<file path="src/rtl/sprite_scheduler.sv">
// sprite_scheduler
//
// Paces a set of sprite widgets from the VGA raster and composes the final
// pixel colour. A small run/pause/step controller decides whether the
// once-per-frame tick is honoured; each sprite divides that tick by its own
// programmable divider and receives a one-cycle move-enable pulse when its
// count expires. Independently of the controller, the pixel path selects
// the lowest-index covering sprite (or the background) and registers it.
//
// Ports:
//   clk          pixel clock
//   reset        asynchronous, active-high reset
//   X, Y         current scan position from the VGA timing block
//   start        IDLE->RUN, PAUSE->RUN
//   pause        RUN->PAUSE
//   step         PAUSE->STEP (one frame, then back to PAUSE)
//   cfg_we       write strobe for the divider table
//   cfg_idx      sprite index to write
//   cfg_div      frames per move, minus 1
//   spr_yes      per-sprite coverage flags
//   spr_rgb      per-sprite colours, sprite i in bits [12i+11:12i]
//   bg_rgb       background colour
//   enable       per-sprite move-enable pulses
//   red/green/blue  registered pixel colour
//   busy         high while in RUN
//   frame_count  frames elapsed while in RUN or STEP

module sprite_scheduler #(
  parameter int NUM_SPR   = 4,
  parameter int V_VISIBLE = 600,
  parameter int H_VISIBLE = 800
) (
  input  logic                   clk,
  input  logic                   reset,
  input  logic [10:0]            X,
  input  logic [10:0]            Y,
  input  logic                   start,
  input  logic                   pause,
  input  logic                   step,
  input  logic                   cfg_we,
  input  logic [1:0]             cfg_idx,
  input  logic [3:0]             cfg_div,
  input  logic [NUM_SPR-1:0]     spr_yes,
  input  logic [12*NUM_SPR-1:0]  spr_rgb,
  input  logic [11:0]            bg_rgb,
  output logic [NUM_SPR-1:0]     enable,
  output logic [3:0]             red,
  output logic [3:0]             green,
  output logic [3:0]             blue,
  output logic                   busy,
  output logic [15:0]            frame_count
);

  typedef enum logic [1:0] {
    IDLE  = 2'd0,
    RUN   = 2'd1,
    PAUSE = 2'd2,
    STEP  = 2'd3
  } state_t;

  state_t      state;
  logic        armed;
  logic        ftick;
  logic        tick_live;
  logic [3:0]  div [NUM_SPR];
  logic [3:0]  cnt [NUM_SPR];
  logic [11:0] pix_sel;

  // The tick fires on the first X==0 cycle of the first non-visible line.
  // It is only counted as a frame event when the controller is in RUN or
  // STEP; in the other states it still disarms, so a late start cannot
  // produce a second tick in the same frame.
  assign ftick     = armed && (X == 11'd0) && (Y == 11'(V_VISIBLE));
  assign tick_live = ftick && ((state == RUN) || (state == STEP));

  // Tick arming: once fired, stay disarmed until the raster leaves the
  // trigger line, so holding X/Y at the trigger point cannot retrigger.
  always_ff @(posedge clk or posedge reset) begin
    if (reset) begin
      armed <= 1'b1;
    end else if (Y != 11'(V_VISIBLE)) begin
      armed <= 1'b1;
    end else if (ftick) begin
      armed <= 1'b0;
    end
  end

  // Run controller. busy is registered alongside the state so it changes
  // on the same edge. STEP ignores all strobes and leaves only after the
  // tick it was waiting for, which is processed using the STEP state.
  always_ff @(posedge clk or posedge reset) begin
    if (reset) begin
      state <= IDLE;
      busy  <= 1'b0;
    end else begin
      case (state)
        IDLE: begin
          if (start) begin
            state <= RUN;
            busy  <= 1'b1;
          end
        end
        RUN: begin
          if (pause) begin
            state <= PAUSE;
            busy  <= 1'b0;
          end
        end
        PAUSE: begin
          if (start) begin
            state <= RUN;
            busy  <= 1'b1;
          end else if (step) begin
            state <= STEP;
          end
        end
        STEP: begin
          if (ftick) begin
            state <= PAUSE;
          end
        end
        default: begin
          state <= IDLE;
          busy  <= 1'b0;
        end
      endcase
    end
  end

  // Frame counter, wraps naturally at 16 bits.
  always_ff @(posedge clk or posedge reset) begin
    if (reset) begin
      frame_count <= 16'd0;
    end else if (tick_live) begin
      frame_count <= frame_count + 16'd1;
    end
  end

  // Per-sprite dividers. A configuration write to a sprite takes priority
  // over a coincident tick: the divider is replaced, the count restarts
  // and that sprite gets no pulse for this frame. enable defaults low so
  // every pulse lasts exactly one cycle.
  always_ff @(posedge clk or posedge reset) begin
    if (reset) begin
      enable <= '0;
      for (int i = 0; i < NUM_SPR; i++) begin
        div[i] <= 4'd0;
        cnt[i] <= 4'd0;
      end
    end else begin
      enable <= '0;
      for (int i = 0; i < NUM_SPR; i++) begin
        if (cfg_we && (int'(cfg_idx) == i)) begin
          div[i] <= cfg_div;
          cnt[i] <= 4'd0;
        end else if (tick_live) begin
          if (cnt[i] == div[i]) begin
            enable[i] <= 1'b1;
            cnt[i]    <= 4'd0;
          end else begin
            cnt[i] <= cnt[i] + 4'd1;
          end
        end
      end
    end
  end

  // Pixel priority: scanning from the highest index down lets the lowest
  // covering sprite overwrite the others. Outside the visible area the
  // colour is blanked regardless of coverage.
  always_comb begin
    pix_sel = bg_rgb;
    for (int i = NUM_SPR - 1; i >= 0; i--) begin
      if (spr_yes[i]) begin
        pix_sel = spr_rgb[12*i +: 12];
      end
    end
    if ((X >= 11'(H_VISIBLE)) || (Y >= 11'(V_VISIBLE))) begin
      pix_sel = 12'h000;
    end
  end

  // Registered colour output, active in every controller state.
  always_ff @(posedge clk or posedge reset) begin
    if (reset) begin
      red   <= 4'd0;
      green <= 4'd0;
      blue  <= 4'd0;
    end else begin
      red   <= pix_sel[11:8];
      green <= pix_sel[7:4];
      blue  <= pix_sel[3:0];
    end
  end

endmodule
</file>
<file path="config.mk">
export PLATFORM = sky130hd
export DESIGN_NAME = sprite_scheduler
export DESIGN_NICKNAME = d
export VERILOG_FILES = /design/src/rtl/sprite_scheduler.sv
export SDC_FILE = /design/constraint.sdc
export NUM_CORES = 1
export LEC_CHECK = 0
export ABC_AREA = 1
export ABC_CLOCK_PERIOD_IN_PS = 1960
export CAP_MARGIN = 0
export CORE_MARGIN = 2
export CORE_UTILIZATION = 26
export CTS_CLUSTER_DIAMETER = 80
export CTS_CLUSTER_SIZE = 14
export DETAILED_ROUTE_END_ITERATION = 12
export GPL_TIMING_DRIVEN = 0
export MAX_ROUTING_LAYER = met4
export PLACE_DENSITY = 0.51
export SETUP_SLACK_MARGIN = 0.02
export SLEW_MARGIN = 20
export SYNTH_ARGS = -nofsm -noshare
export SYNTH_HDL_FRONTEND = slang
export SYNTH_SLANG_ARGS = --single-unit
</file>
<file path="constraint.sdc">
create_clock -name clk -period 1.96 [get_ports clk]
set_clock_uncertainty 0.05 [all_clocks]
set_input_delay 0.196 -clock clk [delete_from_list [all_inputs] [get_ports clk]]
set_output_delay 0.196 -clock clk [all_outputs]
set_load 0.02 [all_outputs]
</file>
# Word-level counts from Yosys, hierarchy flattened
# Cells that the tools add are included.
totals:
  latch_bits: 0
  inputBits: 98
  ramBits: 0
  memories: 0
  mem_bits_ro: 0
  regBits: 68
  output_inout_bits: 33
op_classes:
  n_shift: 0
  mux: 40
  bitwise: 0
  reduce_logical: 21
  add_sub_neg: 5
  n_mul: 0
  n_lt_le_gt_ge: 2
  div_mod_pow: 0
  eq_ne: 17
op_table:
  columns: ["operator", "n"]
  rows:
  - ["$mux W12", 5]
  - ["$mux W4", 12]
  - ["$ge A11 B10 Y1 const B", 2]
  - ["$add A16 B1 Y16 const B", 1]
  - ["$add A4 B1 Y4 const B", 4]
  - ["$eq A4 B4 Y1", 4]
  - ["$mux W1", 16]
  - ["$reduce_bool A2 Y1", 6]
  - ["$eq A11 B10 Y1 const B", 1]
  - ["$logic_not A11 Y1", 1]
  - ["$ne A11 B10 Y1 const B", 1]
  - ["$mux W2", 5]
  - ["$eq A2 B2 Y1 const B", 4]
  - ["$pmux W2 S4", 1]
  - ["$logic_and A1 B1 Y1", 7]
  - ["$ne A2 B2 Y1 const B", 3]
  - ["$eq A2 B1 Y1 const B", 2]
  - ["$logic_not A2 Y1", 2]
  - ["$reduce_and A4 Y1", 1]
  - ["$ne A3 B3 Y1 const B", 1]
  - ["$reduce_and A3 Y1", 1]
  - ["$logic_or A1 B1 Y1", 2]
  - ["$ne A2 B1 Y1 const B", 1]
  - ["$pmux W1 S2", 1]
  - ["$reduce_or A2 Y1", 1]

# Logic depth before layout (Yosys ltp)
# Gate-level depths: netlist (run 1).
depth:
  ltp_word: 6
  depth_mapped: 9
  mapped_depth_nobuf: 8

# Least setup slack after synthesis (run 1)
# OpenSTA, ideal clock, no wires.
synth_timing:
  path_type: "flip-flop to flip-flop"
  start: "reg frame_count[0]"
  end: "reg frame_count[14]"
  n_path_buf: 0
  setup_slack_ns: 0.418
  t_arrival_ns: 1.365
  stages_incl_launch_ff: 8
  synth_period_minus_slack_ns: 1.542
  setup_ns: 0.127
  path_cell_list: "dfrtp_1 ha_1 nand3_1 nor2_1 nand3_1 xor2_1 nand2_1 o21ai_0"
synth_via:
  elab_chain_len: 1
synth_rtl:
  columns: ["item", "line_no", "text"]
  rows:
  - ["start, declared", "51", "output logic [15:0] frame_count"]
  - ["start signal, assigned", "135", "frame_count <= frame_count + 16'd1;"]
  - ["$add A16 B1 Y16", "135", null]
# Every way passes these cells.
# A chain may end at the register's enable or synchronous reset.

# Worst setup path in the final report (run 1)
layout_timing:
  start: "reg frame_count[10]"
  end: "out frame_count[10]"
# No word-level cell between the ends.

==> results of run 1 <==
[metal layers]
metal / global-route usage (%) / vias up / wire length, um
met5: - / - / 0
met3: 5.402 / 9 / 953
met4: 4.266 / 0 / 141
met1: 16.22 / 1726 / 4608
li1: - / 1941 / -
met2: 23.72 / 132 / 5087
[sequential cells by signal, indices dropped and copies added, names as in the netlist, 2 cells and up]
signal       flops
cnt             16
div             16
frame_count     16
blue             4
enable           4
green            4
red              4
state            2
[power groups by stage]
stage / combinational (uW) / clock (uW) / sequential (uW)
2_1_floorplan: 388 / 0 / 1600
3_5_place_dp: 763 / 0 / 1580
6_report: 757 / 1520 / 1560
3_3_place_gp: 732 / 0 / 1580
5_1_grt: 861 / 1650 / 1570
4_1_cts: 765 / 1590 / 1560
[cell type report]
class	instances	area, um^2	share of cell area (%)
buffer	20	122.6	2.119
clock buffer	15	277.8	4.801
clock inverter	1	5.005	0.08651
inverter	48	183.9	3.179
multi-input combinational	365	1932	33.39
sequential	68	1703	29.43
tap	184	230.2	3.979
timing repair buffer	131	1331	23.01
[through the flow]
step,util [%],TNS [ns],hold WS [ns],cells
after floorplan,-,0,0.3024,501
after detailed placement,37.58,-0.2344,0.4370,816
final,39.51,0,0.1739,832
after CTS,39.51,0,0.1791,832
after global placement,37.30,-0.03931,0.4289,814
after global routing,39.51,0,0.1974,832
[logic make-up after synthesis]
kind of cell | share of synthesized area, %
buffers and inverters | 7.690
AO/OA/AOI/OAI | 11.47
AND/OR/NAND/NOR | 24.98
adder cells (fa/ha/maj) | 1.589
XOR/XNOR | 8.230
multiplexers | 2.796
flip-flops | 43.25
[final timing paths]
kind,to,slack (ns),startpoint,cells past startpoint
min in group clk,blue[0]$_DFF_PP0_,0.33,spr_yes[2],5
worst max register to register,frame_count[14]$_DFFE_PP0P_,0.37,frame_count[0]$_DFFE_PP0P_,7
worst max-delay path,frame_count[10],0.29,frame_count[10]$_DFFE_PP0P_,1
worst min-delay path,red[3]$_DFF_PP0_,0.17,reset,2
max in group asynchronous,cnt[15]$_DFFE_PP0P_,1.02,reset,4
worst min register to register,busy$_DFFE_PP0P_,0.44,busy$_DFFE_PP0P_,2
[cell usage in the layout, fill, tap and decap left out, drive strengths merged]
cell             n
a21oi           19
a31oi            1
and2             2
buf             14
clkbuf          23
clkdlybuf4s50  129
clkinv           1
clkinvlp         1
dfrtp           67
dfstp            1
ha               5
inv             47
mux2i           11
nand2          101
nand3           41
nand3b           1
nand4           13
nor2            46
nor3            17
nor3b            1
o21a             1
o21ai           67
o21bai           1
or2              1
xnor2            5
xor2            32
==> out/summary.txt, run 1 <==
largest net degree at the start of global routing -> 28
vias per std cell -> 4.577
sequential share of the synthesized area -> 43.25%
die area -> 0.01614 mm^2
# rows -> 44
core area -> 0.01464 mm^2
Clock Path Buffers -> 2
Resize count post-CTS -> 0
Area growth syn-to-layout -> 46.93%
# hold bufs at CTS -> 0
CTS tree -> yes
via count -> 3808
max incr delay on CP -> 0.66 ns
Reg clk slew, reported paths -> 0.05 ns
DRT Wirelength -> 10790 um
Overall Power -> 3837 uW
Critical Path RT -> 1.71 ns
Sequential Power Share -> 40.6%
Tot GR Track Use -> 14.33%
vias in the first global route -> 3792
Post-Syn Instances -> 501
Worst Path Arrival -> 1.42 ns
first-pass GRT wire length -> 17820 um
initial core utilization -> 26.89%
Netlist Area Pre-Place -> 0.003938 mm^2
clk root buf -> clkbuf_16
Final Max Slew Viols -> 0
Max Cap Violations -> 0
Yosys top cell by area -> dfrtp_1
Sw Share -> 26.16%
clk sinks -> 68
EDFF count, synth -> 0
Post-CTS Setup Bufs -> 0
post-synth cell types -> 33
fin nets -> 746
Slew @ Worst Pin -> 0.4356 ns
setup violators final -> 0
Avg Inst Size Synth -> 7.859 um^2
I/O pin total -> 131
final instance area -> 0.005786 mm^2
HPWL after detailed placement -> 8753 um
peak supply drop -> 0.0004667 V
CTS Buf Count -> 9
crit end category -> output pin
syn_nets -> 604
wire per inst -> 12.97 um
CP cell instances -> clkdlybuf4s50_1
Tcrit/Tclk final -> 85.13%
Post-Place Worst Slack -> -0.05743 ns
RePlAce Congestion -> 0.8183
Port-buffer cells -> 129
DRC Markers -> 0
synthesized flop and latch total -> 68
layout cells sized above 1 -> 5.864%
Detail Route Antenna Nets -> 0
Die Height -> 127.1 um
Crit-path slowest cell -> clkdlybuf4s50_1
Clk Latency, worst-skew pair -> 0.33 ns
fin crit period -> 1.669 ns
CP delay by family, top -> buffers and inverters
Psw -> 1004 uW
run status -> finished, final reports clean
Crit Path Max Fanout -> 5
ys flop type -> dfrtp_1
most numerous cell in the Yosys netlist -> nand2_1
Die X -> 127.1 um
FFs w/ async S/R, synth -> 100.0%
P_leak -> 0.002756 uW
GR Overflow Total -> 0
Hold WC Path Type -> in -> async
Ant. Diodes -> 0
max_slew headroom -> 70.73%
Synth top cells by count -> 101 x nand2_1, 67 x dfrtp_1, 63 x o21ai_0
Synth warnings -> 0
Max Fclk -> 599.3 MHz
worst setup margin -> 0.2914 ns
Synth top area share -> 42.58%
Gate power share -> 19.7%
worst path bufs/invs -> 1
Synth area leaders -> dfrtp_1 43%, nand2_1 9.6%, o21ai_0 8.0%
Power Dens Cells -> 663.3 mW/mm^2
unrepaired setup endpoints after global routing -> false
number of H-tree levels -> 3
Filler Cell Count -> 1555
startpoint types -> flop
initial antenna violation count -> 0
placed instance area -> 0.005503 mm^2
Iteration-0 DRC Markers -> 158
Crit Path Category -> reg -> out
final hold vios -> 0
Int Power -> 2834 uW
Clock power frac -> 39.7%
total iterations of the first detailed-routing run -> 4
Note: power is estimated with default switching activity, not from simulation.
==> inputs of run 2 (changes only) <==
Settings changed: HOLD_SLACK_MARGIN set to 0.1.
==> results of run 2 <==
Final layout, timing and power as in run 1 (identical DEF).
